[src/rtl/lockstep_scoreboard_if.sv]
// Record bus carrying one ideal-model and one DUV memory-side record per cycle.
// The harness drives it through master; the scoreboard observes it through slave.
interface lockstep_scoreboard_if #(
  parameter int DATA_W = 32,
  parameter int NCH    = 4
);
  logic                  ideal_valid;
  logic [NCH*DATA_W-1:0] ideal_data;
  logic [1:0]            ideal_ctrl;
  logic                  duv_valid;
  logic [NCH*DATA_W-1:0] duv_data;
  logic [1:0]            duv_ctrl;

  modport master (
    output ideal_valid, ideal_data, ideal_ctrl,
    output duv_valid, duv_data, duv_ctrl
  );

  modport slave (
    input ideal_valid, ideal_data, ideal_ctrl,
    input duv_valid, duv_data, duv_ctrl
  );
endinterface

[src/rtl/lockstep_scoreboard.sv]
// Lockstep comparator: ideal records are buffered in a FIFO and each DUV record is checked against the oldest one.
// Define LOCKSTEP_FIRST_CAPTURE_EN to build the first-failure capture registers (first_duv / first_ideal).
module lockstep_scoreboard #(
  parameter int DATA_W  = 32,
  parameter int NCH     = 4,
  parameter int DEPTH   = 8,
  parameter int CNT_W   = 16,
  parameter int MAX_ERR = 8
) (
  input  logic                         CLK,
  input  logic                         RSTa,
  input  logic                         en,
  input  logic                         clear,
  input  logic [NCH:0]                 ch_mask,
  lockstep_scoreboard_if.slave         rec,
  output logic [$clog2(DEPTH+1)-1:0]   fifo_level,
  output logic [CNT_W-1:0]             match_cnt,
  output logic [CNT_W-1:0]             err_cnt,
  output logic                         mismatch,
  output logic [NCH:0]                 mismatch_ch,
  output logic                         sticky_err,
  output logic                         overflow,
  output logic                         underflow,
  output logic [1:0]                   state,
  output logic [NCH*DATA_W+1:0]        first_duv,
  output logic [NCH*DATA_W+1:0]        first_ideal
);
  localparam int REC_W = NCH*DATA_W + 2;
  localparam int PTR_W = $clog2(DEPTH);
  localparam int LVL_W = $clog2(DEPTH+1);
  localparam logic [LVL_W-1:0] LVL_FULL = LVL_W'(DEPTH);
  localparam logic [CNT_W-1:0] CNT_MAX  = '1;
  localparam logic [CNT_W-1:0] ERR_LIM  = CNT_W'(MAX_ERR);

  typedef enum logic [1:0] {IDLE = 2'd0, RUN = 2'd1, HALT = 2'd2} state_t;

  state_t           state_q;
  logic [REC_W-1:0] mem [DEPTH];
  logic [PTR_W-1:0] wr_ptr, rd_ptr;
  logic [REC_W-1:0] ideal_rec, duv_rec, ref_rec;
  logic             run, fifo_empty, fifo_full;
  logic             bypass, do_pop, do_push, do_cmp, drop, starve, fail, halt_hit;
  logic [NCH:0]     diff;
  logic [CNT_W-1:0] err_sat;

  assign ideal_rec  = {rec.ideal_ctrl, rec.ideal_data};
  assign duv_rec    = {rec.duv_ctrl, rec.duv_data};
  assign fifo_empty = (fifo_level == '0);
  assign fifo_full  = (fifo_level == LVL_FULL);
  assign run        = (state_q == RUN) && en;

  // An empty FIFO lets a same-cycle ideal record feed the compare directly.
  assign bypass  = run && fifo_empty && rec.ideal_valid && rec.duv_valid;
  assign do_pop  = run && rec.duv_valid && !fifo_empty;
  assign do_cmp  = bypass || do_pop;
  assign starve  = run && rec.duv_valid && fifo_empty && !rec.ideal_valid;
  assign do_push = run && rec.ideal_valid && !bypass && (!fifo_full || do_pop);
  assign drop    = run && rec.ideal_valid && fifo_full && !do_pop;
  assign ref_rec = fifo_empty ? ideal_rec : mem[rd_ptr];

  always_comb begin
    diff = '0;
    for (int k = 0; k < NCH; k++)
      diff[k] = ch_mask[k] && (ref_rec[k*DATA_W +: DATA_W] != duv_rec[k*DATA_W +: DATA_W]);
    diff[NCH] = ch_mask[NCH] && (ref_rec[REC_W-1 -: 2] != duv_rec[REC_W-1 -: 2]);
  end

  assign fail     = do_cmp && (|diff);
  assign err_sat  = (err_cnt == CNT_MAX) ? err_cnt : err_cnt + 1'b1;
  assign halt_hit = fail && (MAX_ERR != 0) && (err_sat == ERR_LIM);

  always_ff @(posedge CLK) begin
    if (do_push) mem[wr_ptr] <= ideal_rec;
  end

  always_ff @(posedge CLK or negedge RSTa) begin
    if (!RSTa) begin
      state_q     <= IDLE;
      wr_ptr      <= '0;
      rd_ptr      <= '0;
      fifo_level  <= '0;
      match_cnt   <= '0;
      err_cnt     <= '0;
      mismatch    <= 1'b0;
      mismatch_ch <= '0;
      sticky_err  <= 1'b0;
      overflow    <= 1'b0;
      underflow   <= 1'b0;
    end else if (clear) begin
      state_q     <= IDLE;
      wr_ptr      <= '0;
      rd_ptr      <= '0;
      fifo_level  <= '0;
      match_cnt   <= '0;
      err_cnt     <= '0;
      mismatch    <= 1'b0;
      mismatch_ch <= '0;
      sticky_err  <= 1'b0;
      overflow    <= 1'b0;
      underflow   <= 1'b0;
    end else begin
      mismatch <= 1'b0;
      case (state_q)
        IDLE: if (en) state_q <= RUN;
        RUN: begin
          if (!en) begin
            state_q    <= IDLE;
            wr_ptr     <= '0;
            rd_ptr     <= '0;
            fifo_level <= '0;
          end else begin
            if (do_push) wr_ptr <= wr_ptr + 1'b1;
            if (do_pop)  rd_ptr <= rd_ptr + 1'b1;
            if (do_push && !do_pop)      fifo_level <= fifo_level + 1'b1;
            else if (do_pop && !do_push) fifo_level <= fifo_level - 1'b1;
            if (drop)   overflow  <= 1'b1;
            if (starve) underflow <= 1'b1;
            if (do_cmp && !fail && match_cnt != CNT_MAX) match_cnt <= match_cnt + 1'b1;
            if (fail) begin
              err_cnt     <= err_sat;
              mismatch    <= 1'b1;
              mismatch_ch <= diff;
              sticky_err  <= 1'b1;
              if (halt_hit) state_q <= HALT;
            end
          end
        end
        default: ;
      endcase
    end
  end

  assign state = state_q;

`ifdef LOCKSTEP_FIRST_CAPTURE_EN
  // Only the first failure since reset/clear is kept; sticky_err marks that it happened.
  always_ff @(posedge CLK or negedge RSTa) begin
    if (!RSTa) begin
      first_duv   <= '0;
      first_ideal <= '0;
    end else if (clear) begin
      first_duv   <= '0;
      first_ideal <= '0;
    end else if (fail && !sticky_err) begin
      first_duv   <= duv_rec;
      first_ideal <= ref_rec;
    end
  end
`else
  assign first_duv   = '0;
  assign first_ideal = '0;
`endif
endmodule

[src/flat_wrapper.sv]
// flat-port wrapper written by rule: the top's interface ports become plain ports
module lockstep_scoreboard_flat 
#(
  parameter int DATA_W  = 32,
  parameter int NCH     = 4,
  parameter int DEPTH   = 8,
  parameter int CNT_W   = 16,
  parameter int MAX_ERR = 8
)
  (CLK, RSTa, en, clear, ch_mask, fifo_level, match_cnt, err_cnt, mismatch, mismatch_ch, sticky_err, overflow, underflow, state, first_duv, first_ideal, rec_ideal_valid, rec_ideal_data, rec_ideal_ctrl, rec_duv_valid, rec_duv_data, rec_duv_ctrl);
  lockstep_scoreboard_if #(.DATA_W(DATA_W), .NCH(NCH)) rec_i ();
  input  logic CLK;
  input  logic RSTa;
  input  logic en;
  input  logic clear;
  input  logic [NCH:0] ch_mask;
  output logic [$clog2(DEPTH+1)-1:0] fifo_level;
  output logic [CNT_W-1:0] match_cnt;
  output logic [CNT_W-1:0] err_cnt;
  output logic mismatch;
  output logic [NCH:0] mismatch_ch;
  output logic sticky_err;
  output logic overflow;
  output logic underflow;
  output logic [1:0] state;
  output logic [NCH*DATA_W+1:0] first_duv;
  output logic [NCH*DATA_W+1:0] first_ideal;
  input wire logic [$bits(rec_i.ideal_valid)-1:0] rec_ideal_valid;
  input wire logic [$bits(rec_i.ideal_data)-1:0] rec_ideal_data;
  input wire logic [$bits(rec_i.ideal_ctrl)-1:0] rec_ideal_ctrl;
  input wire logic [$bits(rec_i.duv_valid)-1:0] rec_duv_valid;
  input wire logic [$bits(rec_i.duv_data)-1:0] rec_duv_data;
  input wire logic [$bits(rec_i.duv_ctrl)-1:0] rec_duv_ctrl;
  assign rec_i.ideal_valid = rec_ideal_valid;
  assign rec_i.ideal_data = rec_ideal_data;
  assign rec_i.ideal_ctrl = rec_ideal_ctrl;
  assign rec_i.duv_valid = rec_duv_valid;
  assign rec_i.duv_data = rec_duv_data;
  assign rec_i.duv_ctrl = rec_duv_ctrl;
  lockstep_scoreboard #(.DATA_W(DATA_W), .NCH(NCH), .DEPTH(DEPTH), .CNT_W(CNT_W), .MAX_ERR(MAX_ERR)) u_core (.CLK(CLK), .RSTa(RSTa), .en(en), .clear(clear), .ch_mask(ch_mask), .rec(rec_i), .fifo_level(fifo_level), .match_cnt(match_cnt), .err_cnt(err_cnt), .mismatch(mismatch), .mismatch_ch(mismatch_ch), .sticky_err(sticky_err), .overflow(overflow), .underflow(underflow), .state(state), .first_duv(first_duv), .first_ideal(first_ideal));
endmodule
[config.mk]
export PLATFORM = sky130hd
export DESIGN_NAME = lockstep_scoreboard_flat
export DESIGN_NICKNAME = d
export VERILOG_FILES = /design/src/rtl/lockstep_scoreboard_if.sv /design/src/rtl/lockstep_scoreboard.sv /design/src/flat_wrapper.sv
export SDC_FILE = /design/constraint.sdc
export NUM_CORES = 1
export LEC_CHECK = 0
export ABC_AREA = 1
export CORE_MARGIN = 1
export CORE_UTILIZATION = 55
export DETAILED_ROUTE_END_ITERATION = 8
export PLACE_DENSITY = 0.78
export SLEW_MARGIN = 15
export SYNTH_ARGS = -nofsm -noshare
export SYNTH_HDL_FRONTEND = slang
export SYNTH_SLANG_ARGS = --single-unit
[constraint.sdc]
create_clock -name CLK -period 12.3 [get_ports CLK]
set_clock_uncertainty 0.2 [all_clocks]
set_input_delay 1.23 -clock CLK [delete_from_list [all_inputs] [get_ports CLK]]
set_output_delay 1.23 -clock CLK [all_outputs]
set_load 0.02 [all_outputs]
# == Word level (Yosys, flattened, before mapping) ==
# Memories as Yosys holds them, arrays and structs flattened.
# Cells that the tools add are included.
# totals
n_memories,1
input_bits,271
elab_cells,136
out_inout_bits,307
ramBits,1040
register_bits,53
# op_classes
addsub,6
n_reduce_logical,51
mux,51
n_eq_ne,16
# memory_table
name,words,width,rd,rd_ports_with_merged_regs,wr,line_no,rtl
u_core.mem,8,130,1,0,1,lockstep_scoreboard.sv:38,logic [REC_W-1:0] mem [DEPTH];
# ops
op,count
2-to-1 mux 16 bit,9
2-to-1 mux 130 bit,1
!= test 32 bit,4
adder 16 x 1 -> 16 bit (second input constant),2
logical AND 1 bit,24
2-to-1 mux 3 bit,8
2-to-1 mux 4 bit,5
2-to-1 mux 5 bit,4
2-to-1 mux 1 bit,18
equality test 16 bit (second input constant),1
equality test 16 x 4 -> 1 bit (second input constant),1
!= test 16 bit (second input constant),1
AND reduction 3 bit,4
nonzero test 2 bit,6
2-to-1 mux 2 bit,5
!= test 4 x 3 -> 1 bit (second input constant),2
zero test 1 bit,7
adder 3 x 1 -> 3 bit (second input constant),2
!= test 3 x 1 -> 1 bit (second input constant),2
AND reduction 2 bit,3
OR reduction 5 bit,1
adder 4 x 1 -> 4 bit (second input constant),1
equality test 4 bit (second input constant),1
zero test 4 bit,1
other kinds (10),11

# == Logic depth before layout (Yosys ltp) ==
# logic_depth
depth_word,15
mapped_depth,29
ltp_nobuf,23

# == Worst setup path after synthesis ==
# No wires, ideal clock.
# synth_path
kind,input port to flip-flop
from,in en
to,mem u_core.mem[4][0] (netlist bit) (enable)
t_arrival_ns,10.812
path_buffers,0
setup_ns,0.779
cell_stages,8
path_slack_ns,0.508
required_time_ns,11.321
path_cell_list,inv_1 nor2_1 nand2_1 nand3_1 nand3_1 nor2_1 nand2_1 nor3_1
# synth_between
elab_chain_cells,9
elab_cells_between_ends,13
cone_classes,mux: 2; reduce/logical: 11
# synth_rtl
element,line_no,rtl
"start, declared",flat_wrapper.sv:14,input logic en;
logical AND 1 bit (*),lockstep_scoreboard.sv:50,assign run = (state_q == RUN) && en;
logical AND 1 bit (3 in a row),lockstep_scoreboard.sv:53,assign bypass = run && fifo_empty && rec.ideal_valid && rec.duv_valid;
zero test 1 bit,lockstep_scoreboard.sv:57,assign do_push = run && rec.ideal_valid && !bypass && (!fifo_full || do_pop);
logical AND 1 bit,lockstep_scoreboard.sv:57,
logical AND 1 bit (*),lockstep_scoreboard.sv:57,
2-to-1 mux 1 bit (*),lockstep_scoreboard.sv:73,if (do_push) mem[wr_ptr] <= ideal_rec;
2-to-1 mux 1 bit (not written as such) (*),lockstep_scoreboard.sv:73,
"end, declared",lockstep_scoreboard.sv:38,
# Mark *: on every way between the ends. The rest lies on a longest branch, timed or not.

# == Worst setup path in the final report ==
# layout_path
from,reg u_core.rd_ptr[0]
to,reg u_core.mismatch_ch[2]
# layout_between
elab_chain_cells,8
elab_cells_between_ends,20
cone_classes,eq/ne: 5; mux: 5; reduce/logical: 9; memory: 1
# layout_rtl
element,line_no,rtl
"start, declared",lockstep_scoreboard.sv:39,"logic [PTR_W-1:0] wr_ptr, rd_ptr;"
"start signal, assigned",lockstep_scoreboard.sv:113,if (do_pop) rd_ptr <= rd_ptr + 1'b1;
memory read (8 x 130 bit) (*),-,
2-to-1 mux 130 bit (*),lockstep_scoreboard.sv:59,assign ref_rec = fifo_empty ? ideal_rec : mem[rd_ptr];
!= test 32 bit / != test 2 bit (equally long branches),"lockstep_scoreboard.sv:64, lockstep_scoreboard.sv:65",
"logical AND 1 bit, on equally long branches","lockstep_scoreboard.sv:64, lockstep_scoreboard.sv:65",
OR reduction 5 bit / 2-to-1 mux 5 bit (equally long branches),"lockstep_scoreboard.sv:68, lockstep_scoreboard.sv:119",
logical AND 1 bit / 2-to-1 mux 5 bit (equally long branches),"lockstep_scoreboard.sv:68, lockstep_scoreboard.sv:106",
nonzero test 2 bit (no line) / 2-to-1 mux 5 bit (equally long branches),-,
AND reduction 3 bit (no line) / 2-to-1 mux 5 bit (equally long branches),-,
"end signal, assigned",lockstep_scoreboard.sv:122,mismatch_ch <= diff;
"end, declared",lockstep_scoreboard.sv:20,"output logic [NCH:0] mismatch_ch,"
# Mark *: on every way between the ends. The rest lies on a longest branch, timed or not. The select of a mux whose other input is x is not followed.
# A chain may end at the register's enable or synchronous reset.

==> metrics.md <==
| Metric | Value |
|---|---|
| Critical Path Start Type | `flop` |
| Worst-path maximum fanout | `85` |
| Worst Path Required | `12.64 ns` |
| Final setup violation count | `0` |
| Crit end category | `flop` |
| Clock tree buffer depth | `3` |
| I/O Buffers | `317` |
| CTS H-tree depth | `3` |
| # Max-Cap Violations | `0` |
| Final Max Tran Viols | `0` |
| Vias per inst | `5.52` |
| Sw Pwr | `1.76 mW` |
| Dominant synthesized flop cell | `edfxtp_1` |
| Final Routed Wirelength | `129000 um` |
| Min-Delay Path Depth | `2` |
| Register share of total power | `52.3%` |
| Worst-Margin Slew | `1.23 ns` |
| Mapped Cells | `5019` |
| Die ar. | `0.0930 mm^2` |
| Total power | `7.86 mW` |
| Reg-to-Reg End | `u_core.mismatch_ch[2]` |
| Area grow syn2layout | `12.9%` |
| Post-synth ARST share | `4.85%` |
| Power per cell area | `138 mW/mm^2` |
| WP data arrival | `6.69 ns` |
| Clk slew on worst S/H paths | `0.06 ns` |
| RePlAce Congestion | `0.885` |
| Final net count | `5533` |
| Sequential area share after synthesis | `64.5%` |
| Post-route core utilization | `63.1%` |
| Hold bufs inserted after CTS | `0` |
| Ports | `578` |
| Cell mode on critical path | `nand2_1` |
| CTS tree | `yes` |
| Vias in the first global route | `33700` |
| Drt pass-1 iters | `6` |
| Filler cell count | `6803` |
| Site Rows | `110` |
| Crit path max-delay family | `buffers and inverters` |
| Global-route wire length before repair | `194000 um` |
| Detailed router's first-iteration violation count | `3903` |
| Setup CP Type | `reg -> reg` |
| Clock network power share | `41.0%` |
| Pleak | `22.4 nW` |
| Worst Hold Path EP | `u_core.overflow` |
| Multi-input gate area | `0.0146 mm^2` |
| Int Power | `6.10 mW` |
| CP Launch Point | `u_core.rd_ptr[0]` |
| Largest net degree at the start of global routing | `181` |
| Hold Vio Cnt, Final | `0` |
| Synth Area per Inst | `10.1 um^2` |
| Fin Setup TNS | `0 ns` |
| Cell taking the most area after synthesis | `edfxtp_1` |
| Biggest cell delay along the critical path | `1.10 ns` |
| Min-delay src | `u_core.overflow` |
| Commonest cells post-synth | `nand2_1 (1409), edfxtp_1 (1040), nor2_1 (589)` |
| WP buf/inv | `4` |
| Sink Count | `1093` |
| VDD IR max | `0.129 mV` |
| Initial Util | `55.9%` |
| Die width | `305 um` |
| Storage element area | `0.0326 mm^2` |
| R2r setup slk | `5.96 ns` |
| Ranking of synthesized cells by area | `edfxtp_1 (62%), nand2_1 (10%), nand3_1 (5.3%)` |
| DPL Wire Length | `72900 um` |
| Fin cells | `6541` |
| Remaining DRCs | `0` |
| Number of synthesized flops with an enable pin | `1040` |
| Synthesized area | `0.0505 mm^2` |
| Slew headroom | `17.8%` |
| Synth top area share | `61.8%` |
| Core area | `0.0904 mm^2` |
| Flops & latches, synth | `1093` |
| Placed cell count | `6315` |
| Period utilization | `51.6%` |
| WL per Instance | `19.8 um` |
| Critical-path top delay cell | `dfrtp_4` |
| Clock Tree Root | `clkbuf_16` |
| Die H | `305 um` |
| Worst-Skew Late Latency | `0.68 ns` |
| Final ANT Viol Nets | `0` |
| CTS buffer count | `112` |
| Initial antenna violation count | `28` |
| Library cells used by synthesis | `40` |
| Max Freq | `0.158 GHz` |
| Sw Share | `22.4%` |
| Top-count cell post-synth | `nand2_1` |
| Congestion Overflow GR | `0` |
| Hold WS | `0.316 ns` |
| Gr usage total | `27.1%` |
| Synth warn | `0` |
| Outcome | `finished, final reports clean` |
| R2R cell count | `24` |
| Crit path cell chain | `buf_4 -> buf_4 -> buf_4 -> nor2_1 -> nor2_1 -> o21ai_0 -> nand3_1 -> nand3_1 -> nand2_1 -> nand2_1 -> nand2_1 -> nand2_1 -> nor2_1 -> nand2_1 -> nor2_1 -> nand2_1 -> nand2_1 -> nand2_1 -> nor2_1 -> nand2_1 -> nand2_2 -> inv_1 -> nand2_1 -> o21ai_0` |
| Share of cells above drive strength 1 | `4.10%` |
| Tmin final | `6.34 ns` |
| Unrepaired setup endpoints after global routing | `false` |
| R2R Path Start | `u_core.rd_ptr[0]` |
| Vias | `36100` |
| Post-CTS resize count | `0` |
| Comb power frac | `6.7%` |
| HP Class | `reg -> reg` |
| Postcts setup bufs | `0` |
final cells by class:
type	count	share of cell area (%)
Antenna cell	19	0.0834
Clock buffer	140	5.19
Clock inverter	66	0.906
Inverter	341	2.30
Tap cell	1176	2.58
Sequential cell	1093	57.1
Multi-Input combinational cell	3344	25.6
Timing Repair Buffer	362	6.25
metal layers:
layer | vias up | part of all wire, % | wire length, um | track usage, %
li1 | 16900 | - | - | -
met1 | 17200 | 39 | 51000 | 36.3
met2 | 1731 | 48 | 62500 | 44.3
met3 | 259 | 9.1 | 11800 | 4.71
met4 | 24 | 3.0 | 3920 | 10.3
met5 | - | 0.12 | 155 | 0
stage by stage:
step                      worst slack, ns  cell area, um^2
after global placement               6.15            53500
after floorplan                     0.508            51500
after global routing                 5.46            57000
final                                5.96            57000
after detailed placement             6.03            53500
after CTS                            6.00            56900
power by group through the flow:
stage	Combinational, mW	Clock [mW]	Sequential [mW]
6_report	0.526	3.22	4.11
3_5_place_dp	0.518	0	4.19
3_3_place_gp	0.505	0	4.19
4_1_cts	0.521	3.24	4.11
2_1_floorplan	0.338	0	4.20
5_1_grt	0.577	3.38	4.11
sequential cells by signal, summed over array words and instances (netlist names):
signal	count
u_core.fifo_level	4
u_core.overflow	1
u_core.err_cnt	16
u_core.mem	1040
u_core.state	2
u_core.sticky_err	1
u_core.mismatch	1
u_core.wr_ptr	3
u_core.mismatch_ch	5
u_core.match_cnt	16
u_core.rd_ptr	3
u_core.underflow	1
worst register-to-register path: cells and delay by family, from the launching register on:
kind / cells / cell delay, ns
AOI/OAI and AO/OA: 2 / 0.24
and+or+nand+nor: 18 / 2.26
DFF: 1 / 1.10
buffers and inverters: 4 / 2.44
logic make-up after synthesis:
kind of cell / after synthesis / share of synthesized area [%]
AOI/OAI and AO/OA: 426 / 4.76
xor gates and xnor gates: 27 / 0.468
adders and majority gates: 8 / 0.213
buffers and inverters: 841 / 8.70
DFF: 1093 / 64.5
other: 1 / 0.00742
and+or+nand+nor: 2623 / 21.4
worst max-delay path by stage:
| stage | cells after the start | end |
|---|---|---|
| 2_1_floorplan | 8 | u_core.mem[4][0] |
| 3_3_place_gp | 24 | u_core.mismatch_ch[0] |
| 3_5_place_dp | 24 | u_core.mismatch_ch[3] |
| 4_1_cts | 24 | u_core.mismatch_ch[2] |
| 5_1_grt | 24 | u_core.mismatch_ch[2] |
| 6_report | 24 | u_core.mismatch_ch[2] |
placed cells by master, fill, tap and decap left out, drive strengths merged:
master / Yosys / routed
a21boi: 2 / 2
a21oi: 23 / 23
a31oi: 1 / 1
buf: 385 / 46
bufinv: 0 / 6
clkbuf: 115 / 140
clkdlybuf4s50: 0 / 316
clkinv: 5 / 59
conb: 1 / 260
dfrtp: 53 / 53
diode: 0 / 19
edfxtp: 1040 / 1040
fa: 1 / 1
ha: 7 / 7
inv: 336 / 342
nand2: 1411 / 1411
nand3: 538 / 538
nand3b: 55 / 55
nand4: 8 / 8
nor2: 591 / 591
nor3: 15 / 15
nor4: 3 / 3
o211ai: 98 / 98
o21ai: 294 / 294
o221ai: 4 / 4
o22ai: 3 / 3
o31ai: 1 / 1
or2: 1 / 1
or3: 1 / 1
xnor2: 8 / 8
xor2: 19 / 19
Power figures use the tool's default switching activity.
